`src/rtl/acc_sched_pkg.sv`:
```
// Shared types and constants for the acc_sched accumulator scheduler.
// Optional build macro ACC_SCHED_FIXED_PRIO_EN switches arbitration to fixed priority.
package acc_sched_pkg;

  localparam int FP16_W = 16;
  localparam int TYPE_W = 6;
  localparam int LANE_W = 3;

  localparam logic [TYPE_W-1:0] TYPE_NORM = 6'b100000;
  localparam logic [TYPE_W-1:0] TYPE_ZERO = 6'b001000;

  typedef enum logic {
    IDLE  = 1'b0,
    BURST = 1'b1
  } state_e;

  typedef struct packed {
    logic              vld;
    logic              last;
    logic [LANE_W-1:0] lane;
  } tag_t;

  // Lane index plus one, wrapping at the lane count.
  function automatic logic [LANE_W-1:0] nextLane(input logic [LANE_W-1:0] idx,
                                                 input int unsigned       lanes);
    logic [LANE_W:0] s;
    s = {1'b0, idx} + 1'b1;
    if (s >= (LANE_W+1)'(lanes)) s = '0;
    return s[LANE_W-1:0];
  endfunction

endpackage

```
`src/rtl/acc_sched_arbiter.sv`:
```
// Request arbiter: first requester at or after ptr_i wins (round-robin), or the lowest
// index wins when ACC_SCHED_FIXED_PRIO_EN is defined (ptr_i is then ignored).
module rr_arbiter
  import acc_sched_pkg::*;
#(
  parameter int LANES = 4
) (
  input  logic [LANES-1:0]  req_i,
  input  logic [LANE_W-1:0] ptr_i,
  output logic [LANES-1:0]  gnt_o,
  output logic [LANE_W-1:0] idx_o,
  output logic              any_o
);

`ifdef ACC_SCHED_FIXED_PRIO_EN
  always_comb begin
    idx_o = '0;
    any_o = 1'b0;
    for (int i = LANES - 1; i >= 0; i--) begin
      if (req_i[i]) begin
        idx_o = LANE_W'(i);
        any_o = 1'b1;
      end
    end
    gnt_o = any_o ? (LANES'(1) << idx_o) : '0;
  end
`else
  logic [LANES-1:0]  reqRot;
  logic [LANE_W:0]   idxSum;

  // Rotate so the pointer lane sits at bit 0, pick the lowest set bit, then un-rotate.
  always_comb begin
    reqRot = LANES'({req_i, req_i} >> ptr_i);
    idxSum = '0;
    any_o  = 1'b0;
    for (int i = LANES - 1; i >= 0; i--) begin
      if (reqRot[i]) begin
        idxSum = {1'b0, ptr_i} + (LANE_W+1)'(i);
        any_o  = 1'b1;
      end
    end
    if (idxSum >= (LANE_W+1)'(LANES)) idxSum = idxSum - (LANE_W+1)'(LANES);
    idx_o = idxSum[LANE_W-1:0];
    gnt_o = any_o ? (LANES'(1) << idx_o) : '0;
  end
`endif

endmodule

```
`src/rtl/acc_sched.sv`:
```
// Shares one accumulator among LANES requesters, one TERMS-long burst at a time, and
// tags returning results with their lane. ACC_SCHED_FIXED_PRIO_EN selects fixed priority.
module acc_sched
  import acc_sched_pkg::*;
#(
  parameter int LANES       = 4,
  parameter int TERMS       = 2,
  parameter int ACC_LATENCY = 1
) (
  input  logic                          CLK,
  input  logic                          RST,
  input  logic [LANES-1:0]              REQ_VALID,
  input  logic [LANES-1:0][FP16_W-1:0]  REQ_DATA,
  input  logic [LANES-1:0][TYPE_W-1:0]  REQ_TYPE,
  output logic [LANES-1:0]              REQ_READY,
  output logic                          ACC_DVI,
  output logic                          ACC_RELEASE,
  output logic [FP16_W-1:0]             ACC_DI,
  output logic [TYPE_W-1:0]             ACC_DI_TYPE,
  input  logic                          ACC_DVO,
  input  logic [FP16_W-1:0]             ACC_DO,
  input  logic [TYPE_W-1:0]             ACC_DO_TYPE,
  output logic                          RES_VALID,
  output logic [LANE_W-1:0]             RES_LANE,
  output logic [FP16_W-1:0]             RES_DATA,
  output logic [TYPE_W-1:0]             RES_TYPE,
  output logic                          BUSY,
  output logic                          ERR
);

  localparam int CNT_W = 6;

  state_e                     state_q, state_d;
  logic [LANE_W-1:0]          lane_q, lane_d;
  logic [CNT_W-1:0]           cnt_q, cnt_d;
  logic                       err_q, err_d;
  tag_t [ACC_LATENCY-1:0]     tagPipe_q;
  tag_t                       tagIn, tail;

  logic [LANES-1:0]           arbGnt;
  logic [LANE_W-1:0]          arbIdx;
  logic                       arbAny;
  logic [LANE_W-1:0]          arbPtr;

  logic [LANES-1:0]           laneOneHot, readyVec;
  logic                       laneValid, fire, isLast, relTerm, anyVld;
  logic [LANE_W-1:0]          grantLane;
  logic [FP16_W-1:0]          selData;
  logic [TYPE_W-1:0]          selType;

`ifdef ACC_SCHED_FIXED_PRIO_EN
  assign arbPtr = '0;
`else
  logic [LANE_W-1:0]          rrPtr_q, rrPtr_d;
  assign arbPtr = rrPtr_q;
`endif

  rr_arbiter #(.LANES(LANES)) u_arb (
    .req_i (REQ_VALID),
    .ptr_i (arbPtr),
    .gnt_o (arbGnt),
    .idx_o (arbIdx),
    .any_o (arbAny)
  );

  assign tail = tagPipe_q[ACC_LATENCY-1];

  always_ff @(posedge CLK) begin
    if (RST) begin
      state_q   <= IDLE;
      lane_q    <= '0;
      cnt_q     <= '0;
      err_q     <= 1'b0;
      tagPipe_q <= '0;
`ifndef ACC_SCHED_FIXED_PRIO_EN
      rrPtr_q   <= '0;
`endif
    end else begin
      state_q      <= state_d;
      lane_q       <= lane_d;
      cnt_q        <= cnt_d;
      err_q        <= err_d;
      tagPipe_q[0] <= tagIn;
      for (int i = 1; i < ACC_LATENCY; i++) tagPipe_q[i] <= tagPipe_q[i-1];
`ifndef ACC_SCHED_FIXED_PRIO_EN
      rrPtr_q      <= rrPtr_d;
`endif
    end
  end

  always_comb begin
    state_d = state_q;
    lane_d  = lane_q;
    cnt_d   = cnt_q;
    err_d   = err_q | (ACC_DVO != tail.vld);
`ifndef ACC_SCHED_FIXED_PRIO_EN
    rrPtr_d = rrPtr_q;
`endif
    if (fire) begin
      lane_d = grantLane;
      if (isLast) begin
        state_d = IDLE;
        cnt_d   = '0;
`ifndef ACC_SCHED_FIXED_PRIO_EN
        rrPtr_d = nextLane(grantLane, LANES);
`endif
      end else begin
        state_d = BURST;
        cnt_d   = cnt_q + 1'b1;
      end
    end
  end

  // While a burst is open only the locked lane can move; nothing is accepted during reset.
  always_comb begin
    laneOneHot = LANES'(1) << lane_q;
    laneValid  = |(REQ_VALID & laneOneHot);
    grantLane  = lane_q;
    fire       = 1'b0;
    readyVec   = '0;
    isLast     = 1'b0;
    relTerm    = 1'b0;
    if (!RST) begin
      case (state_q)
        IDLE: begin
          grantLane = arbIdx;
          fire      = arbAny;
          readyVec  = arbGnt;
          relTerm   = arbAny;
          isLast    = arbAny && (TERMS == 1);
        end
        BURST: begin
          fire     = laneValid;
          readyVec = laneValid ? laneOneHot : '0;
          isLast   = laneValid && (cnt_q == CNT_W'(TERMS - 1));
        end
        default: ;
      endcase
    end

    selData = '0;
    selType = '0;
    for (int i = 0; i < LANES; i++) begin
      if (fire && (grantLane == LANE_W'(i))) begin
        selData = REQ_DATA[i];
        selType = REQ_TYPE[i];
      end
    end

    tagIn.vld  = fire;
    tagIn.last = isLast;
    tagIn.lane = grantLane;

    anyVld = 1'b0;
    for (int i = 0; i < ACC_LATENCY; i++) anyVld = anyVld | tagPipe_q[i].vld;
  end

  assign REQ_READY   = readyVec;
  assign ACC_DVI     = fire;
  assign ACC_RELEASE = relTerm;
  assign ACC_DI      = selData;
  assign ACC_DI_TYPE = selType;

  assign RES_VALID   = !RST && ACC_DVO && tail.vld && tail.last;
  assign RES_LANE    = RST ? '0 : tail.lane;
  assign RES_DATA    = ACC_DO;
  assign RES_TYPE    = ACC_DO_TYPE;
  assign BUSY        = !RST && ((state_q == BURST) || anyVld);
  assign ERR         = !RST && err_q;

endmodule

```
`config.mk`:
```
export PLATFORM = sky130hd
export DESIGN_NAME = acc_sched
export DESIGN_NICKNAME = d
export VERILOG_FILES = /design/src/rtl/acc_sched_pkg.sv /design/src/rtl/acc_sched_arbiter.sv /design/src/rtl/acc_sched.sv
export SDC_FILE = /design/constraint.sdc
export NUM_CORES = 1
export LEC_CHECK = 0
export CORE_MARGIN = 2
export CORE_UTILIZATION = 38
export DETAILED_ROUTE_END_ITERATION = 8
export GPL_TIMING_DRIVEN = 0
export PLACE_DENSITY_LB_ADDON = 0.2
export SLEW_MARGIN = 30
export SYNTH_ARGS = -nofsm -noshare
export SYNTH_HDL_FRONTEND = slang
export SYNTH_SLANG_ARGS = --single-unit
```
`constraint.sdc`:
```
create_clock -name CLK -period 5.25 [get_ports CLK]
set_input_delay 0.525 -clock CLK [delete_from_list [all_inputs] [get_ports CLK]]
set_output_delay 0.525 -clock CLK [all_outputs]
set_load 0.02 [all_outputs]
```
==> impl_summary.log <==
INFO  metric outcome = finished, final reports clean
INFO  metric rsz0062_at_grt = false
INFO  metric io_pins = 173
INFO  metric count_of_standard_cell_rows = 28
INFO  metric die_area = 6960 um2
INFO  metric via_count = around 3000
INFO  metric ctsHoldBuffers = 0
INFO  metric r2r_start = arbPtr[0]$_SDFFE_PP0P_
INFO  metric total_wire_length = 9420 um
INFO  metric cap_violations = 0
INFO  metric timing.final.hold_violations = 0
INFO  metric synth_nets = 451
INFO  metric ys_seq_elements = 19
INFO  metric clock_insertion_delay_worst_skew = 0.26 ns
INFO  metric routedWlPerCell = approximately 17 um
INFO  metric mostFrequentLayoutCell = sky130_fd_sc_hd__clkdlybuf4s50_1
INFO  metric synth_enable_flop_cells = 0
INFO  metric cts_sinks = 19
INFO  metric critPathLaunch = REQ_VALID[0]
INFO  metric synth_top_flop_cell = sky130_fd_sc_hd__dfxtp_1
INFO  metric final_util = 0.688
INFO  metric power_density = 167 nW/um2
INFO  metric crit_end = ACC_DI_TYPE[2]
INFO  metric irDropWorstVdd = 0.220 mV
INFO  metric fill_cells = approximately 500
INFO  metric antenna_cells_inserted = 0
INFO  metric cp-end-kind = output port
INFO  metric grt_antenna_before_repair = 0
INFO  metric timing.critical_path.from_type = input port
INFO  metric grt_pass1_vias = slightly below 3000
INFO  metric worst_ep_required = 4.72 ns
INFO  metric avgViaCountPerCell = 5.43
INFO  metric route.antenna.remaining_nets = 0
INFO  metric grt_overflow = 0
INFO  metric area.sequential = ~380 um2
INFO  metric setup_viol = 0
INFO  metric place.detailed.hpwl = 7470 um
INFO  metric async_flop_share = 0
INFO  metric gp_routability_congestion = 0.918
INFO  metric drc_errors = 0
INFO  metric core_area = 5990 um2
INFO  metric reg2reg_setup_slack = 2.20 ns
INFO  metric synthCells = 323
INFO  metric maximum_clock_frequency = 194 MHz
INFO  metric clkTransAtPathRegs = 0.07 ns
INFO  metric layout_common_cells = sky130_fd_sc_hd__clkdlybuf4s50_1, sky130_fd_sc_hd__a21oi_1, sky130_fd_sc_hd__inv_1, sky130_fd_sc_hd__nor2_1, sky130_fd_sc_hd__buf_4
INFO  metric ys.warnings.count = 0
INFO  metric cts.htree.levels = 1
INFO  metric post_layout_power = 0.000688 W
INFO  metric grt_usage = 0.254
INFO  metric area_growth_from_synthesis_to_layout = 72.1%
INFO  metric drive_gt1_frac = 0.115
INFO  metric worstSetupPathType = in2out
INFO  metric synth.avg_cell_area = 7.42 um2
INFO  metric worst_pin_slew = about 0.69 ns
INFO  metric worstPathMaxFanout = 10
INFO  metric cts_made_buffers = 3
INFO  metric fp.dieH = 83.4 um
INFO  metric leakage = 1.96 nW
INFO  metric multi_input_gate_area = 1620 um2
INFO  metric ff2ff_path_depth = 14
INFO  metric reg_to_reg_end = arbPtr[0]$_SDFFE_PP0P_
INFO  metric clockBufferDepth = 2
INFO  metric cts_setup_buffers = 0
INFO  metric drt_pass_1_iters = 4
INFO  metric final_period_minus_worst_setup_slack = ~5.1 ns
INFO  metric finalNetCount = 606
INFO  metric slew_viol_final = 0
INFO  metric synthDistinctLibCells = 55
INFO  metric synth.cell_area = 2400 um2
INFO  metric die_x = 83.4 um
INFO  metric hold_path_class = reg2reg
INFO  metric port_buffers = 150
INFO  metric ctsRootBufferMaster = sky130_fd_sc_hd__clkbuf_8
INFO  metric grt_first_pass_wirelength = 14800 um
INFO  metric grt_start_max_net_pins = 13
INFO  metric tritoncts = yes
INFO  metric finClkSkew = approximately 0.0023 ns
INFO  metric drt-initial-drc-count = between 150 and 200
INFO  metric initial_utilization = 0.400
INFO  metric timing.critical_path.arrival = 4.62 ns
INFO  metric ys_seq_area_frac = 0.159
INFO  metric post-route-period-util = 0.980
INFO  metric max_slew_margin = 0.535
==> synthesized netlist by cell type, types with 3 or more instances <==
library cell | number | area [um2]
sky130_fd_sc_hd__a211oi_1 | 3 | 22.5
sky130_fd_sc_hd__a21oi_1 | 37 | 185
sky130_fd_sc_hd__a22oi_1 | 23 | 173
sky130_fd_sc_hd__buf_4 | 23 | 173
sky130_fd_sc_hd__buf_6 | 4 | 45.0
sky130_fd_sc_hd__clkbuf_1 | 16 | 60.1
sky130_fd_sc_hd__dfxtp_1 | 19 | 380
sky130_fd_sc_hd__ha_1 | 11 | 138
sky130_fd_sc_hd__inv_1 | 32 | 120
sky130_fd_sc_hd__mux2i_1 | 3 | 30.0
sky130_fd_sc_hd__mux4_2 | 3 | 67.6
sky130_fd_sc_hd__nand2_1 | 14 | 52.6
sky130_fd_sc_hd__nand2b_1 | 6 | 37.5
sky130_fd_sc_hd__nand3_1 | 9 | 45.0
sky130_fd_sc_hd__nor2_1 | 31 | 116
sky130_fd_sc_hd__nor2b_1 | 8 | 50.1
sky130_fd_sc_hd__o21ai_0 | 4 | 20.0
sky130_fd_sc_hd__o221a_1 | 22 | 248
sky130_fd_sc_hd__o22ai_1 | 6 | 37.5
sky130_fd_sc_hd__o31ai_1 | 3 | 22.5
sky130_fd_sc_hd__o32ai_1 | 3 | 26.3
sky130_fd_sc_hd__or2_2 | 3 | 18.8
sky130_fd_sc_hd__or4_1 | 3 | 22.5
==> final cells by class <==
| type | count | area share |
|---|---|---|
| multi-input combinational | 223 | 0.392 |
| timing repair buffer | 150 | 0.375 |
| sequential | 19 | 0.0922 |
| buffer | 46 | 0.0734 |
| inverter | 35 | 0.0325 |
| tap | 75 | 0.0228 |
| clock buffer | 3 | 0.0100 |
| clock inverter | 1 | 0.00182 |
==> sequential cells by signal, indices dropped and copies added (netlist names) <==
| register | flops |
|---|---|
| err_q | 1 |
| anyVld | 1 |
| lane_q | 3 |
| tagPipe_q | 4 |
| arbPtr | 3 |
| cnt_q | 6 |
| state_q | 1 |
==> where the power goes <==
part / internal [W] / switching, W
Combinational: 0.000218 / 0.000203
Sequential: 0.000153 / 0.00000751
Clock: 0.0000535 / 0.0000521
Total: 0.000424 / 0.000263
==> metal layers <==
layer | track usage | vias up | wire [um]
met5 | 0 | - | 0
met4 | 0.0402 | 0 | 129
met3 | 0.0328 | 12 | 519
met2 | 0.482 | 116 | 4930
met1 | 0.306 | 1406 | 3840
li1 | - | 1464 | -
==> critical path: stages <==
cell and delay (ns):
sky130_fd_sc_hd__clkdlybuf4s50_1 0.54, sky130_fd_sc_hd__nor2b_1 0.20, sky130_fd_sc_hd__mux4_2 0.54, sky130_fd_sc_hd__or4_1 0.57, sky130_fd_sc_hd__a31oi_4 0.23, sky130_fd_sc_hd__nand2_1 0.12, sky130_fd_sc_hd__and2_1 0.18, sky130_fd_sc_hd__ha_1 0.29
sky130_fd_sc_hd__nor2b_4 0.20, sky130_fd_sc_hd__clkbuf_4 0.23, sky130_fd_sc_hd__a22oi_1 0.08, sky130_fd_sc_hd__nor2_1 0.11, sky130_fd_sc_hd__o221a_1 0.19, sky130_fd_sc_hd__clkdlybuf4s50_1 0.60
==> kinds of logic (layout without fill, tap and decap cells) <==
| family | Yosys count | after routing | synth area share |
|---|---|---|---|
| XOR/XNOR | 3 | 3 | 0.0110 |
| AO/OA/AOI/OAI | 113 | 113 | 0.350 |
| adder cells (fa/ha/maj) | 11 | 11 | 0.0574 |
| buffers and inverters | 81 | 235 | 0.178 |
| AND/OR/NAND/NOR | 89 | 89 | 0.200 |
| flip-flops | 19 | 19 | 0.159 |
| multiplexers | 7 | 7 | 0.0454 |
==> worst min-delay path by stage <==
stage	startpoint	to	slack (ns)	depth (start not counted)
after floorplan	err_q$_SDFF_PP0_	err_q$_SDFF_PP0_	0.43	2
after global placement	err_q$_SDFF_PP0_	err_q$_SDFF_PP0_	0.45	2
after detailed placement	err_q$_SDFF_PP0_	err_q$_SDFF_PP0_	0.46	2
after CTS	err_q$_SDFF_PP0_	err_q$_SDFF_PP0_	0.48	2
after global routing	cnt_q[5]$_SDFFE_PP0P_	cnt_q[5]$_SDFFE_PP0P_	0.50	2
final	err_q$_SDFF_PP0_	err_q$_SDFF_PP0_	0.48	2
==> per-stage QoR <==
stage	setup TNS [ns]	setup WS, ns	hold slack, ns	cell area [um2]	instances
2_1_floorplan	0	1.38	0.432	2400	323
3_3_place_gp	-4.08	-0.263	0.454	3990	548
3_5_place_dp	-6.09	-0.356	0.463	3990	548
4_1_cts	0	0.00876	0.481	4060	552
5_1_grt	0	0.00366	0.500	4120	552
6_report	0	0.102	0.477	4120	552
==> timing repair <==
action | 4_1_cts | 5_1_grt
gates resized for setup | 8 | 23
endpoints found under the hold margin | 0 | 0
setup endpoints to repair | 20 | 22
(Power assumes the default switching activity.)
